$ cat src/rtl/t5_pctl.sv
`default_nettype none
`timescale 1ns/1ps
// ============================================================================
// Module      : t5_pctl
// Description : Pipeline control for a five-stage core. Sequences boot,
//               handles memory stalls, fetch stalls, branch flushes and
//               load-use hazards, and counts stalled cycles.
// Revision    : 1.0 - initial release
// ============================================================================
module t5_pctl #(
    parameter int BOOT = 4          // boot cycles with sena=0, 1..16
) (
    input  logic        sclk,
    input  logic        srst,
    input  logic        iack,
    input  logic        dreq,
    input  logic        dack,
    input  logic        xbra,
    input  logic [4:0]  xopc,
    input  logic [4:0]  xrd,
    input  logic [4:0]  drs1,
    input  logic [4:0]  drs2,
    input  logic        cclr,
    output logic        sena,
    output logic        fena,
    output logic        fkil,
    output logic        dnop,
    output logic [2:0]  pst,
    output logic [15:0] cstl
);

    typedef enum logic [2:0] {
        S_BOOT  = 3'd0,
        S_RUN   = 3'd1,
        S_LDST  = 3'd2,
        S_FLSH  = 3'd3,
        S_MWAIT = 3'd4
    } state_t;

    // Boot counter reload value; counter reads 0 in the last boot cycle.
    localparam logic [3:0] c_BOOT_LOAD = 4'(BOOT - 1);
    localparam logic [15:0] c_CSTL_MAX = 16'hFFFF;

    state_t      state_q, state_d;
    logic [3:0]  bcnt_q,  bcnt_d;
    logic [15:0] cstl_q,  cstl_d;

    logic   w_mstall;
    logic   w_hz;
    // Result of the RUN decision ignoring the memory stall; reused when a
    // memory wait finishes so a pending branch or hazard is not dropped.
    logic   w_rr_sena, w_rr_fena, w_rr_fkil, w_rr_dnop;
    state_t w_rr_next;
    logic   w_go;

    // Stall/hazard detection and the shared RUN priorities 2..5.
    always_comb begin
        w_mstall  = dreq & ~dack;
        // Load in execute whose destination feeds either decode source.
        w_hz      = (xopc == 5'h00) & (xrd != 5'd0) &
                    ((xrd == drs1) | (xrd == drs2));
        w_go      = iack & ~w_mstall;
        w_rr_sena = 1'b0;
        w_rr_fena = 1'b0;
        w_rr_fkil = 1'b0;
        w_rr_dnop = 1'b0;
        w_rr_next = S_RUN;
        if (!iack) begin
            w_rr_next = S_RUN;
        end else if (xbra) begin
            w_rr_sena = 1'b1;
            w_rr_fena = 1'b1;
            w_rr_fkil = 1'b1;
            w_rr_dnop = 1'b1;
            w_rr_next = S_FLSH;
        end else if (w_hz) begin
            w_rr_sena = 1'b1;
            w_rr_dnop = 1'b1;
            w_rr_next = S_LDST;
        end else begin
            w_rr_sena = 1'b1;
            w_rr_fena = 1'b1;
        end
    end

    // Next-state and pipeline control outputs.
    always_comb begin
        state_d = state_q;
        sena    = 1'b0;
        fena    = 1'b0;
        fkil    = 1'b0;
        dnop    = 1'b0;
        case (state_q)
            S_BOOT: begin
                fkil = 1'b1;
                dnop = 1'b1;
                if (bcnt_q == 4'd0) begin
                    state_d = S_RUN;
                end
            end
            S_RUN: begin
                if (w_mstall) begin
                    state_d = S_MWAIT;
                end else begin
                    sena    = w_rr_sena;
                    fena    = w_rr_fena;
                    fkil    = w_rr_fkil;
                    dnop    = w_rr_dnop;
                    state_d = w_rr_next;
                end
            end
            S_FLSH: begin
                sena = w_go;
                fena = w_go;
                fkil = 1'b1;
                dnop = 1'b1;
                if (w_go) begin
                    state_d = S_RUN;
                end
            end
            S_LDST: begin
                sena = w_go;
                fena = w_go;
                if (w_go) begin
                    state_d = S_RUN;
                end
            end
            S_MWAIT: begin
                if (dack) begin
                    sena    = w_rr_sena;
                    fena    = w_rr_fena;
                    fkil    = w_rr_fkil;
                    dnop    = w_rr_dnop;
                    state_d = w_rr_next;
                end
            end
            default: begin
                state_d = S_BOOT;
            end
        endcase
        // Reset forces the boot-time output pattern regardless of state.
        if (srst) begin
            sena    = 1'b0;
            fena    = 1'b0;
            fkil    = 1'b1;
            dnop    = 1'b1;
            state_d = S_BOOT;
        end
    end

    // Boot countdown and saturating stall counter next values.
    always_comb begin
        if ((state_q == S_BOOT) && (bcnt_q != 4'd0)) begin
            bcnt_d = bcnt_q - 4'd1;
        end else begin
            bcnt_d = c_BOOT_LOAD;
        end
        cstl_d = cstl_q;
        if (cclr) begin
            cstl_d = 16'd0;
        end else if (!sena && (state_q != S_BOOT) && (cstl_q != c_CSTL_MAX)) begin
            cstl_d = cstl_q + 16'd1;
        end
    end

    // State, boot counter and stall counter registers.
    always_ff @(posedge sclk) begin
        if (srst) begin
            state_q <= S_BOOT;
            bcnt_q  <= c_BOOT_LOAD;
            cstl_q  <= 16'd0;
        end else begin
            state_q <= state_d;
            bcnt_q  <= bcnt_d;
            cstl_q  <= cstl_d;
        end
    end

    assign pst  = state_q;
    assign cstl = cstl_q;

endmodule
`default_nettype wire

$ cat config.mk
export PLATFORM = sky130hd
export DESIGN_NAME = t5_pctl
export DESIGN_NICKNAME = d
export VERILOG_FILES = /design/src/rtl/t5_pctl.sv
export SDC_FILE = /design/constraint.sdc
export NUM_CORES = 1
export LEC_CHECK = 0
export CORE_ASPECT_RATIO = 1.5
export CORE_MARGIN = 2
export CORE_UTILIZATION = 45
export CTS_CLUSTER_SIZE = 40
export DETAILED_ROUTE_END_ITERATION = 12
export HOLD_SLACK_MARGIN = 0.05
export PLACE_DENSITY = 0.8
export REMOVE_ABC_BUFFERS = 1
export SYNTH_ARGS = -nofsm -noshare
export SYNTH_HDL_FRONTEND = slang
export SYNTH_SLANG_ARGS = --single-unit
$ cat constraint.sdc
create_clock -name sclk -period 2.45 [get_ports sclk]
set_input_delay 0.3675 -clock sclk [delete_from_list [all_inputs] [get_ports sclk]]
set_output_delay 0.3675 -clock sclk [all_outputs]
set_load 0.02 [all_outputs]
Yosys cells after proc, flatten, opt, wreduce, memory -nomap -nowiden

Index checks and enable logic that the tools add are counted.

Flip-flop bits (word level): 23
Word-level logic and storage cells: 71

Reductions and logical operators: 15
Bitwise gates (word level): 8
$add $sub $neg: 2
Multiplexer cells: 33
Equality and inequality tests: 10

Operators by type and width:

| kind                                                 | number |
|---|---|
| two-way mux 1 bit                                    | 21 |
| adder 16 x 1 -> 16 bit (second input constant)       | 1 |
| inequality test 16 bit (second input constant)       | 1 |
| two-way mux 3 bit                                    | 4 |
| one-hot mux 1 bit (3 select lines)                   | 4 |
| one-hot mux 3 bit (4 select lines)                   | 1 |
| equality test 5 bit                                  | 2 |
| OR reduction 2 bit                                   | 4 |
| equality test 3 x 2 -> 1 bit (second input constant) | 2 |
| two-way mux 2 bit                                    | 3 |
| logical NOT 5 bit                                    | 1 |
| nonzero test 5 bit                                   | 1 |
| AND 1 bit                                            | 4 |
| logical NOT 4 bit                                    | 1 |
| inequality test 2 bit (second input constant)        | 2 |
| nonzero test 4 bit                                   | 1 |
| subtractor 4 x 1 -> 4 bit (second input constant)    | 1 |
| equality test 3 x 1 -> 1 bit (second input constant) | 1 |
| equality test 3 bit (second input constant)          | 1 |
| logical AND 1 bit                                    | 3 |
| logical NOT 3 bit                                    | 1 |
| inverter 1 bit                                       | 3 |
| AND reduction 3 bit                                  | 1 |
| nonzero test 3 bit                                   | 1 |
| other kinds (3)                                      | 3 |

Logic depth before layout (Yosys ltp)

Gate-level depths: netlist of the first run.

Depth in word-level cells: 9
Depth in mapped cells: 7

Worst setup path after synthesis of the first run

Ideal clock, no wire load.

Path type: reg-to-output
From: register state_q[2] (netlist: pst[2])
To: output fena
Data arrival time: 1.937 ns
Slack: 0.145 ns
Cell stages (with the launch flop): 6
Path buffers: 1
Cells stage by stage: dfxtp_1 clkbuf_1 nand2_1 o22a_1 nor3b_1 o31a_1

Cells in the longest elaborated chain, start to end: 4
Elaborated cells on any way between the ends: 7
Those cells by class: eq/ne: 4; mux: 2; reduce/logical: 1

RTL lines:

| what                                   | RTL line | RTL |
|---|---|---|
| from (decl)                            | 44       | `state_t state_q, state_d;` |
| from (signal assigned)                 | 173      | `state_q <= state_d;` |
| equality test 3 x 2 -> 1 bit           | 93       | `case (state_q)` |
| OR reduction 2 bit (no source line)    | --       |  |
| one-hot mux 1 bit (3 select lines) (*) | 93       |  |
| two-way mux 1 bit (*)                  | 142      | `if (srst) begin` |
| to (decl)                              | 25       | `output logic fena,` |

Every way passes the cells marked *; elsewhere a longest branch is shown, timed or not.

Worst setup path in the final report of the first run

From: input xrd[3]
To: output fena

Cells in the longest elaborated chain, start to end: 9
Elaborated cells on any way between the ends: 13
Those cells by class: eq/ne: 2; mux: 7; bitwise: 3; reduce/logical: 1

RTL lines:

| what                                                      | RTL line | RTL |
|---|---|---|
| from (decl)                                               | 20       | `input logic [4:0] xrd,` |
| equality test 5 bit or nonzero test 5 bit (tied branches) | 61, 60   |  |
| bitwise OR 1 bit or AND 1 bit (tied branches)             | 61, 60   |  |
| AND 1 bit (*)                                             | 60       | `w_hz = (xopc == 5'h00) & (xrd != 5'd0) &` |
| two-way mux 1 bit (*)                                     | 76       | `end else if (w_hz) begin` |
| two-way mux 1 bit (*)                                     | 70       | `end else if (xbra) begin` |
| two-way mux 1 bit (*)                                     | 68       | `if (!iack) begin` |
| two-way mux 1 bit, on equally long branches               | 129, 102 |  |
| one-hot mux 1 bit (3 select lines) (*)                    | 93       |  |
| two-way mux 1 bit (*)                                     | 142      |  |

Marked as above.

==> summary.txt, run 1 <==
number of DRC markers in iteration 0: 29
n_diodes: 0
average cell area after synthesis: 8.09 um2
Hold Worst Slack: 404 ps
crit path max-delay cell type: or4_1
Worst Clk Skew: 3.25 ps
Fill cells: 272
IO buf count: 49
DIE AREA: 3700 um2
min Tclk post-route: 2380 ps
most frequent cells in the layout: clkdlybuf4s50_1 (41), dfxtp_1 (23), buf_4 (19), a21oi_1 (17), nand2_1 (13)
layout cells sized above 1: 15.6%
routed len/inst: 13.2 um
clk_lat worst skew: 260 ps
max-cap check violation count: 0
most common cell after layout, fill and taps aside: clkdlybuf4s50_1
CP Class: in -> out
DP Wirelength: 3.05 mm
vias per inst: 5.62
met3 usage: 1.83%
pin count of the biggest net entering global routing: 24
register area: 460 um2
Mapped Area: 1450 um2
leakage: 0.793 nW
Distinct cells, synth: 48
post-synth top area cell: dfxtp_1
synthesis-to-layout area growth: 47.5%
met1 usage: 21.3%
TritonCTS buffer count: 3
Synth area leaders: dfxtp_1 (32%), xor2_1 (6.1%), a21oi_1 (5.9%)
vias: 1596
CP cell instances: clkdlybuf4s50_1, or4_1, o211ai_1, or2_4, o31a_1, buf_4
Post-DRT Antenna Nets: 0
gr usage total: 21.4%
drt pass-1 iters: 4
Slew Viols, Final: 0
Slew HR: 79.2%
Die X: 50.3 um
sequential area share after synthesis: 31.8%
clk buf depth: 2
initial antenna violation count: 0
total grt overflow: 0
GRT Max-Usage Layer: met2
top-area cell type share of the netlist area: 31.8%
Global Route met2 Usage: 45.2%
vias in the first global route: 1517
H-tree levels: 1
Remaining DRCs: 0
slack of the worst reg-to-reg path: 300 ps
CTS tree: built
core footprint: 3130 um2
CP max FO: 3
CP peak stage delay: 490 ps
Final setup viols: 0
register bit total from synthesis: 23
worst-margin pin slew: 312 ps
Yosys warnings: 0
Power Dens Cells: 489 nW/um2
Worst VDD drop: 0.000384 V
Syn Inst Count: 179
Clock transition at path regs: 80 ps
part of the cycle the worst path needs: 97.3%
clock tree sinks: 23
die height: 73.5 um
CP required: 2080 ps
DRT Wirelength: 3.75 mm
Hold Violations, Final: 0
outcome: completed
area of the multi-input gates: 957 um2
Fmax: 0.420 GHz
Final nets: 274
worst path bufs/invs: 2
Initial Util: 46.3%
IO Count: 50
Final Wtd Congestion: 0.873
Post-Place Cells: 279
global-route wire length before repair: 6.35 mm
CP delay by family, top: simple AND/OR/NAND/NOR gates
Worst setup SP type: input port
non-filler cells in the finished layout: 284
# rows: 25
root buf cell: clkbuf_8
critical path arrival: 2020 ps
Worst Setup End Kind: output port
worst min path class: reg -> reg
==> final cells by class <==
type / instances / share of cell area [%]
tap: 40 / 2.34
timing repair buffer: 67 / 28.6
sequential: 23 / 21.6
multi-input combinational: 147 / 44.8
clock inverter: 1 / 0.234
clock buffer: 3 / 1.93
inverter: 3 / 0.527
==> Yosys cell counts, drive strengths merged <==
library cell,instances
xor2,10
a21oi,18
and4bb,1
nand3,7
nor2b,3
or2,5
and4,3
dfxtp,23
nor3b,2
or4,8
mux2i,1
a31o,1
ha,2
a22oi,1
a2bb2oi,1
clkbuf,3
o31a,1
or2b,1
o21bai,1
o211ai,1
nand3b,2
buf,3
nand2,13
or3,8
a22o,1
nand4,4
nor4,2
o41ai,2
o21ai,11
and3,5
nand2b,2
and3b,1
and2b,1
o22a,1
a211o,2
o31ai,4
inv,3
nor2,12
nor3,6
xnor2,3
==> where the power goes <==
group	switching, mW	leakage, nW	internal (mW)
sequential	0.0244	0.186	0.405
clock	0.122	0.0255	0.114
combinational	0.186	0.581	0.194
total	0.332	0.793	0.712
==> routing by layer <==
| layer | up-vias | wire length, um | share of wire, % |
|---|---|---|---|
| met5 | - | 0 | 0 |
| met3 | 9 | 89 | 2.4 |
| li1 | 799 | - | - |
| met4 | 0 | 91 | 2.4 |
| met2 | 35 | 2140 | 57 |
| met1 | 753 | 1430 | 38 |
==> worst register-to-register path: stages (launching register included) <==
cell      delay, ps
dfxtp_1         370
ha_1            270
nand4_1         100
and4bb_1        250
or3_4           450
or4_1           500
a21oi_1         160
==> state kept, by name, indices dropped and copies added, names as in the netlist <==
name and count:
pst 3, bcnt_q 4, cstl 16
==> metrics by stage <==
step | util, % | worst slack (ps) | setup TNS (ps) | instance area [um2] | total power [mW]
after floorplan | - | 206 | 0 | 1420 | 0.656
after global placement | 66.6 | -342 | -1080 | 2080 | 0.815
after detailed placement | 66.6 | -380 | -1160 | 2080 | 0.826
after CTS | 67.8 | 0.839 | 0 | 2120 | 1.05
after global routing | 68.3 | -45.1 | -45.1 | 2140 | 1.11
final | 68.3 | 67.2 | 0 | 2140 | 1.04
==> timing repair <==
item	4_1_cts	5_1_grt
hold buffers	0	0
setup buffers	0	1
endpoints found under the setup margin	4	3
resized for setup	13	7
pin swaps	0	3
==> path summary, 6_finish.rpt <==
| kind | depth (start not counted) | to | start |
|---|---|---|---|
| min reg2reg | 1 | bcnt_q[0] | bcnt_q[0] |
| min | 1 | bcnt_q[0] | bcnt_q[0] |
| max reg2reg | 6 | cstl[6] | cstl[0] |
| max | 6 | fena | xrd[3] |
==> cells by family (layout without fill, tap and decap cells) <==
family                   count (synthesis)  in the layout  synth area share [%]
AO/OA/AOI/OAI                           45             45                  19.4
buffers and inverters                    9             74                  2.94
flip-flops                              23             23                  31.8
XOR/XNOR                                13             13                  7.87
adder cells (fa/ha/maj)                  2              2                  1.73
AND/OR/NAND/NOR                         86             86                  35.6
multiplexers                             1              1                 0.691
(Power assumes the default switching activity.)
==> run 2, diff against run 1 <==
CORE_UTILIZATION = 48   (was 45)
PLACE_DENSITY = 0.84   (was 0.8)
clock period = 2.8 ns   (was 2.45 ns; I/O delays follow)
==> summary.txt, run 2 (synthesis results as in run 1) <==
number of DRC markers in iteration 0: 37
worst min path class: reg -> reg
Worst Setup End Kind: output port
Initial Util: 50.2%
DIE AREA: 3480 um2
layout cells sized above 1: 11.4%
Final setup viols: 0
global-route wire length before repair: 6.26 mm
RSZ-0062 raised after global routing: false
total grt overflow: 0
gr usage total: 22.6%
initial antenna violation count: 0
clock tree sinks: 23
Slew HR: 66.3%
part of the cycle the worst path needs: 97.6%
leakage: 0.740 nW
n_diodes: 0
Hold Violations, Final: 0
met3 usage: 2.08%
TritonCTS buffer count: 3
vias per inst: 5.94
most frequent cells in the layout: clkdlybuf4s50_1 (46), dfxtp_1 (23), a21oi_1 (17), nand2_1 (13), nor2_1 (12)
critical path arrival: 2310 ps
worst path bufs/invs: 2
max-cap check violation count: 0
worst-margin pin slew: 502 ps
Slew Viols, Final: 0
drt pass-1 iters: 5
CP required: 2380 ps
clk_lat worst skew: 270 ps
Hold Worst Slack: 410 ps
CP cell instances: clkdlybuf4s50_1, xor2_1, nor3_1, a22oi_1, or2_2, o31a_1, dlygate4sd2_1
Global Route met2 Usage: 47.0%
vias: 1640
Post-DRT Antenna Nets: 0
CP Class: in -> out
# rows: 24
max FFs per register: 16
crit path max-delay cell type: clkdlybuf4s50_1
root buf cell: clkbuf_8
Final Wtd Congestion: 0.854
Remaining DRCs: 0
core footprint: 2880 um2
die height: 71.3 um
outcome: completed
pin count of the biggest net entering global routing: 24
min Tclk post-route: 2730 ps
IO Count: 50
CP delay by family, top: buffers and inverters
most common cell after layout, fill and taps aside: clkdlybuf4s50_1
CTS tree: built
Worst setup SP type: input port
CP max FO: 3
Worst Setup Slack, final: 68.5 ps
pre-CTS setup slack: -172 ps
DRT Wirelength: 3.90 mm
Clock transition at path regs: 90 ps
clk buf depth: 2
Pwr Total: 910 uW
routed len/inst: 14.1 um
synthesis-to-layout area growth: 44.1%
Final nets: 267
Worst VDD drop: 0.000324 V
vias in the first global route: 1586
Worst Clk Skew: 7.41 ps
IO buf count: 49
Die X: 48.8 um
H-tree levels: 1
DP Wirelength: 3.08 mm
Power Dens Cells: 436 nW/um2
GRT Max-Usage Layer: met2
CP peak stage delay: 470 ps
met1 usage: 19.3%
final core utilization: 72.4%
Fmax: 0.366 GHz
## run 2: changes by cell type in the layout (fill, tap and decap cells not counted), sizes merged
| cell | delta |
|---|---|
| clkdlybuf4s50 | +5 |
| buf | -9 |
| clkbuf | -1 |
| dlygate4sd2 | -1 |
| dlymetal6s2s | -1 |
## run 2: routing by layer
layer,part of all wire (%),up-vias,wire length (um)
met5,0,-,0
met4,3.3,0,130
met3,3.2,12,123
met2,57,54,2210
met1,37,788,1440
li1,-,786,-
## run 2: worst paths after layout
path | startpoint | to | slack, ps | cells after the start
max | xrd[2] | fena | 70 | 7
min reg2reg | bcnt_q[0] | bcnt_q[0] | 410 | 1
min | bcnt_q[0] | bcnt_q[0] | 410 | 1
max reg2reg | cstl[0] | cstl[14] | 630 | 6
## run 2: what timing repair did
action                     CTS  global route
hold buffers                 0             0
setup buffers                0             0
setup endpoints to repair    4             0
resized for setup            4             0
## run 2: metrics by stage
step | TNS, ps | std cells | cell area, um2
after floorplan | 0 | 173 | 1420
after global placement | -175 | 272 | 2040
after detailed placement | -311 | 272 | 2040
after CTS | 0 | 276 | 2090
after global routing | 0 | 276 | 2090
final | 0 | 276 | 2090
## run 2: area by class of cell
| type | instances | area [um2] |
|---|---|---|
| Multi-Input combinational cell | 147 | 950 |
| Fill cell | 243 | 797 |
| Timing Repair Buffer | 60 | 569 |
| Sequential cell | 23 | 460 |
| Tap cell | 39 | 48.8 |
| Clock buffer | 3 | 41.3 |
| Inverter | 3 | 11.3 |
| Clock inverter | 1 | 5.00 |
## run 2: worst register-to-register path, delay by kind of cell (launching register included)
kind                       cells  cell delay, ps
and+or+nand+nor                4            1300
AOI/OAI and AO/OA              1             150
DFF                            1             380
adders and majority gates      1             280
## run 2: where the power goes
part	internal [mW]	switching, mW	leakage (nW)
combinational	0.159	0.157	0.529
sequential	0.354	0.0279	0.186
clock	0.0995	0.112	0.0255
total	0.612	0.298	0.740
==> run 3, diff against run 2 <==
MAX_ROUTING_LAYER = met4   (was unset)
==> summary.txt, run 3 (synthesis results as in run 1) <==
outcome: completed
critical path arrival: 2310 ps
routed len/inst: 14.1 um
Worst VDD drop: 0.000324 V
Hold Violations, Final: 0
TritonCTS buffer count: 3
gr usage total: 23.3%
global-route wire length before repair: 6.26 mm
H-tree levels: 1
pin count of the biggest net entering global routing: 24
Initial Util: 50.2%
register area: 460 um2
CP max FO: 3
leakage: 0.740 nW
Post-Place Cells: 272
layout cells sized above 1: 11.4%
IO buf count: 49
clk buf depth: 2
Int Power: 612 uW
origin of the critical flop-to-flop path: cstl[0]
IO Count: 50
Logic pwr share: 34.7%
Final nets: 267
DP Wirelength: 3.08 mm
initial antenna violation count: 0
FF-to-FF End: cstl[14]
Worst Clk Skew: 7.47 ps
CP required: 2380 ps
Remaining DRCs: 0
Final Wtd Congestion: 0.868
Power Dens Cells: 436 nW/um2
core footprint: 2880 um2
Pwr Total: 910 uW
Slew HR: 66.3%
setup bufs post-CTS: 0
most frequent cells in the layout: clkdlybuf4s50_1 (46), dfxtp_1 (23), a21oi_1 (17), nand2_1 (13), nor2_1 (12)
vias in the first global route: 1587
total grt overflow: 0
Clock transition at path regs: 90 ps
Sequential Power Share: 42.0%
Hold Crit Depth: 1
Fmax: 0.366 GHz
worst min path class: reg -> reg
CTS tree: built
most common cell after layout, fill and taps aside: clkdlybuf4s50_1
drt pass-1 iters: 4
synthesis-to-layout area growth: 44.1%
Switching Share: 32.7%
clock share of power: 23.3%
max FFs per register: 16
Post-DRT Antenna Nets: 0
Worst Setup End Kind: output port
Worst setup SP type: input port
RSZ-0062 raised after global routing: false
number of DRC markers in iteration 0: 37
die height: 71.3 um
Slew Viols, Final: 0
Final setup viols: 0
worst-margin pin slew: 502 ps
FF-to-FF path depth: 6
part of the cycle the worst path needs: 97.6%
clock tree sinks: 23
final core utilization: 72.4%
root buf cell: clkbuf_8
# rows: 24
max-cap check violation count: 0
sw power: 297 uW
setup TNS: 0 ps
Fill cells: 243
DRT Wirelength: 3.90 mm
Placed Area: 2040 um2
min Tclk post-route: 2730 ps
clk_lat worst skew: 270 ps
DIE AREA: 3480 um2
vias: 1642
area of the multi-input gates: 950 um2
slack of the worst reg-to-reg path: 630 ps
final instance area: 2090 um2
non-filler cells in the finished layout: 276
Critical Path Start: xrd[2]
vias per inst: 5.95
n_diodes: 0
crit path to: fena
Die X: 48.8 um
CP Class: in -> out
-- run 3: power groups by stage --
stage / Sequential (mW) / Clock, mW / Combinational (mW)
finish: 0.382 / 0.212 / 0.316
CTS: 0.381 / 0.216 / 0.316
global route: 0.385 / 0.220 / 0.342
detailed placement: 0.388 / 0 / 0.319
global placement: 0.386 / 0 / 0.307
floorplan: 0.392 / 0 / 0.182
-- run 3: critical path: stages --
cell	delay (ps)
clkdlybuf4s50_1	470
xor2_1	190
nor3_1	190
a22oi_1	120
or2_2	320
o31a_1	270
dlygate4sd2_1	320
-- run 3: worst min-delay path by stage --
stage | startpoint | to | slack [ps]
final | bcnt_q[0] | bcnt_q[0] | 410
after global routing | bcnt_q[0] | bcnt_q[0] | 440
after global placement | bcnt_q[0] | bcnt_q[0] | 380
after floorplan | bcnt_q[0] | bcnt_q[0] | 370
after detailed placement | bcnt_q[0] | bcnt_q[0] | 390
after CTS | bcnt_q[0] | bcnt_q[0] | 410
-- run 3: per-stage QoR --
stage / hold slack [ps] / setup slack, ps
2_1_floorplan: 371 / 503
3_3_place_gp: 381 / -88.5
3_5_place_dp: 390 / -172
4_1_cts: 410 / 70.1
5_1_grt: 436 / 27.0
6_report: 410 / 68.5
-- run 3: layout make-up --
cell class                      instances  area share (%)
Inverter                                3           0.540
Timing Repair Buffer                   60            27.3
Multi-Input combinational cell        147            45.5
Sequential cell                        23            22.1
Tap cell                               39            2.34
Clock inverter                          1           0.240
Clock buffer                            3            1.98
-- run 3: metal layers --
layer | global-route usage, % | part of all wire (%)
met1 | 19.3 | 37
met2 | 47.0 | 57
met3 | 2.08 | 3.3
met4 | 15.9 | 3.1
met5 | - | 0
-- run 3: what timing repair did --
item                                    4_1_cts  5_1_grt
endpoints found under the setup margin        4        0
gates resized for setup                       4        0
hold endpoints to repair                      0        0
hold buffers                                  0        0
==> RTL edit: new RTL, flow settings as in run 3 <==
Make the reset (`srst`) asynchronous in one clocked block.
--- a/src/rtl/t5_pctl.sv
+++ b/src/rtl/t5_pctl.sv
@@ -166,3 +166,3 @@
     // State, boot counter and stall counter registers.
-    always_ff @(posedge sclk) begin
+    always_ff @(posedge sclk or posedge srst) begin
         if (srst) begin
Behaviour: differs if srst is asserted again (counterexample within 10 cycles, from zero or initial values and one cycle with srst high); with srst held inactive, the same outputs for 10 cycles.
==> RTL edit against run 3 <==
Synthesized cell count grew 1.7%; power up 15%; design area grew 6.3%; count of clock-buffer cells in the layout increased by 1; synthesized area up 9.1%; sequential cell count is the same; final cell count increased by 1.1%; wire length decreased by 1.5%; setup slack improved by 66 ps; clock power down 4%; critical path type unchanged; first-iteration DRC count shrank 19%.
==> RTL edit: results (changes against run 3) <==
stage,metric,value,unit,change
worst_setup_path,cell at the slowest stage of the critical path,clkdlybuf4s50_1,,
timing,Post-Route Skew,2.75,ps,-4.72 ps
hold_path,end of the worst hold path,bcnt_q[0],,
worst_setup_path,Crit Reg-Reg Endpoint,cstl[15],,
finish,fraction of layout instances using a drive strength above 1,10.9,%,-0.51 points
route,Starting DRT DRC Count,30,,-19%
worst_setup_path,cell count of the worst reg-to-reg path,5,,-1
clocking,Num CTS Buffers,3,,unchanged
placed_design,routability cong.,0.873,,+0.63%
placed_design,sum of net half-perimeters after detailed placement,2910,um,-5.6%
grt,largest net degree at the start of global routing,25,,+4.2%
grt,first-pass GRT wire length,6410,um,+2.4%
hold_path,HP Start,bcnt_q[0],,
worst_setup_path,Max Fanout on Critical Path,2,,-1
route,DR WL/cell,13.8,um,-2.5%
route,via density per instance,5.66,,-4.9%
worst_setup_path,worst path arrival time,2250,ps,-60 ps
status,result of the run,"complete, no violations",,
synth,most frequent cells after synthesis,"dfrtp_1 (21), nor2_1 (15), a21oi_1 (13), nor3_1 (12), xor2_1 (11)",,
timing,transition at the pin with the smallest max-transition slack,660,ps,+158 ps
synth,sequential cell area fraction in the yosys report,36.6,%,+4.8 points
worst_setup_path,stage delay of the slowest cell on the critical path,590,ps,+120 ps
power,Worst VDD drop,0.000302,V,-6.8%
synth,"FFs w/ async S/R, synth",100,%,+100 points
clocking,clock tree root driver cell,clkbuf_8,,
finish,number of nets in the layout,269,,+0.75%
synth,number of distinct library cells after synthesis,49,,+2.1%
worst_setup_path,start point of the critical path,dack,,
grt,number of global-route vias before repair,1527,,-3.8%
synth,most instantiated flip-flop cell in the synthesis netlist,dfrtp_1,,
worst_setup_path,internal reg-to-reg setup slack,550,ps,-80 ps
synth,top area cells in the synthesized netlist,"dfrtp_1 (33%), xor2_1 (6.1%), a21oi_1 (4.1%), nor3_1 (3.8%), nor2_1 (3.6%)",,
grt,overall track demand over capacity in global routing,22.7,%,-0.64 points
clocking,clock latency on the worst-skew pair,260,ps,
power,static power due to leakage,0.868,nW,+17%
worst_setup_path,R2R Path Start,pst[0],,
==> RTL edit: changes by cell type after synthesis, sizes merged, moves of 4 or more <==
cell   change
dfxtp     -23
dfrtp     +21
inv        +7
nor3       +7
nand2      -6
a21oi      -5
nor4       +5
o21ai      -5
or4        -4
==> RTL edit: how the worst max path moves through the flow <==
| stage | end | slack, ps | cells after the start |
|---|---|---|---|
| after floorplan | cstl[15] | 590 | 5 |
| after global placement | fena | -120 | 8 |
| after detailed placement | fena | -170 | 6 |
| after CTS | sena | 70 | 7 |
| after global routing | sena | 40 | 7 |
| final | sena | 130 | 7 |
==> RTL edit: power by group <==
| group | leakage [nW] | switching [W] | internal [W] |
|---|---|---|---|
| Clock | 0.0228 | 0.000101 | 0.000101 |
| Combinational | 0.534 | 0.000204 | 0.000197 |
| Sequential | 0.312 | 0.0000562 | 0.000385 |
| Total | 0.868 | 0.000361 | 0.000684 |
==> RTL edit: routing by layer <==
| metal | vias to the layer above | part of all wire, % | GRT usage [%] |
|---|---|---|---|
| met1 | 743 | 40 | 25.0 |
| met4 | 0 | 1.9 | 9.61 |
| met5 | - | 0 | - |
| met2 | 45 | 55 | 40.9 |
| met3 | 10 | 3.0 | 2.61 |
| li1 | 781 | - | - |
==> RTL edit: worst reg2reg max path, stage by stage, from the launching register on <==
cell	delay [ps]
dfrtp_1	520
or3b_1	450
a2111oi_4	500
nor3_1	180
nand4_1	160
mux2_1	330
==> RTL edit: logic make-up (layout without fill, tap and decap cells) <==
group	count (synthesis)	after routing	share of synthesized area, %
AOI/OAI and AO/OA	37	37	16.6
adders and majority gates	2	2	1.58
muxes	3	3	2.30
DFF	23	23	36.6
buffers and inverters	17	74	4.20
xor gates and xnor gates	17	17	9.43
and+or+nand+nor	83	83	29.2
==> RTL edit: cell type report <==
type | instances | area (um2)
fill | 271 | 942
inverter | 10 | 37.5
sequential | 23 | 578
clock buffer | 4 | 45.0
tap | 40 | 50.0
multi-input combinational | 142 | 940
timing repair buffer | 60 | 567
==> RTL edit: timing repair <==
| item | CTS | global route |
|---|---|---|
| endpoints found under the setup margin | 2 | 2 |
| cloned | 0 | 0 |
| endpoints found under the hold margin | 0 | 0 |
| pin swaps | 0 | 0 |
| resized for setup | 2 | 3 |
==> RTL edit: per-stage QoR <==
stage	setup WS, ps	cell area, um2	cells	hold slack, ps
after floorplan	589	1550	175	428
after global placement	-122	2170	275	439
after detailed placement	-165	2170	275	439
after CTS	68.7	2220	279	458
after global routing	36.4	2220	279	474
final	135	2220	279	457
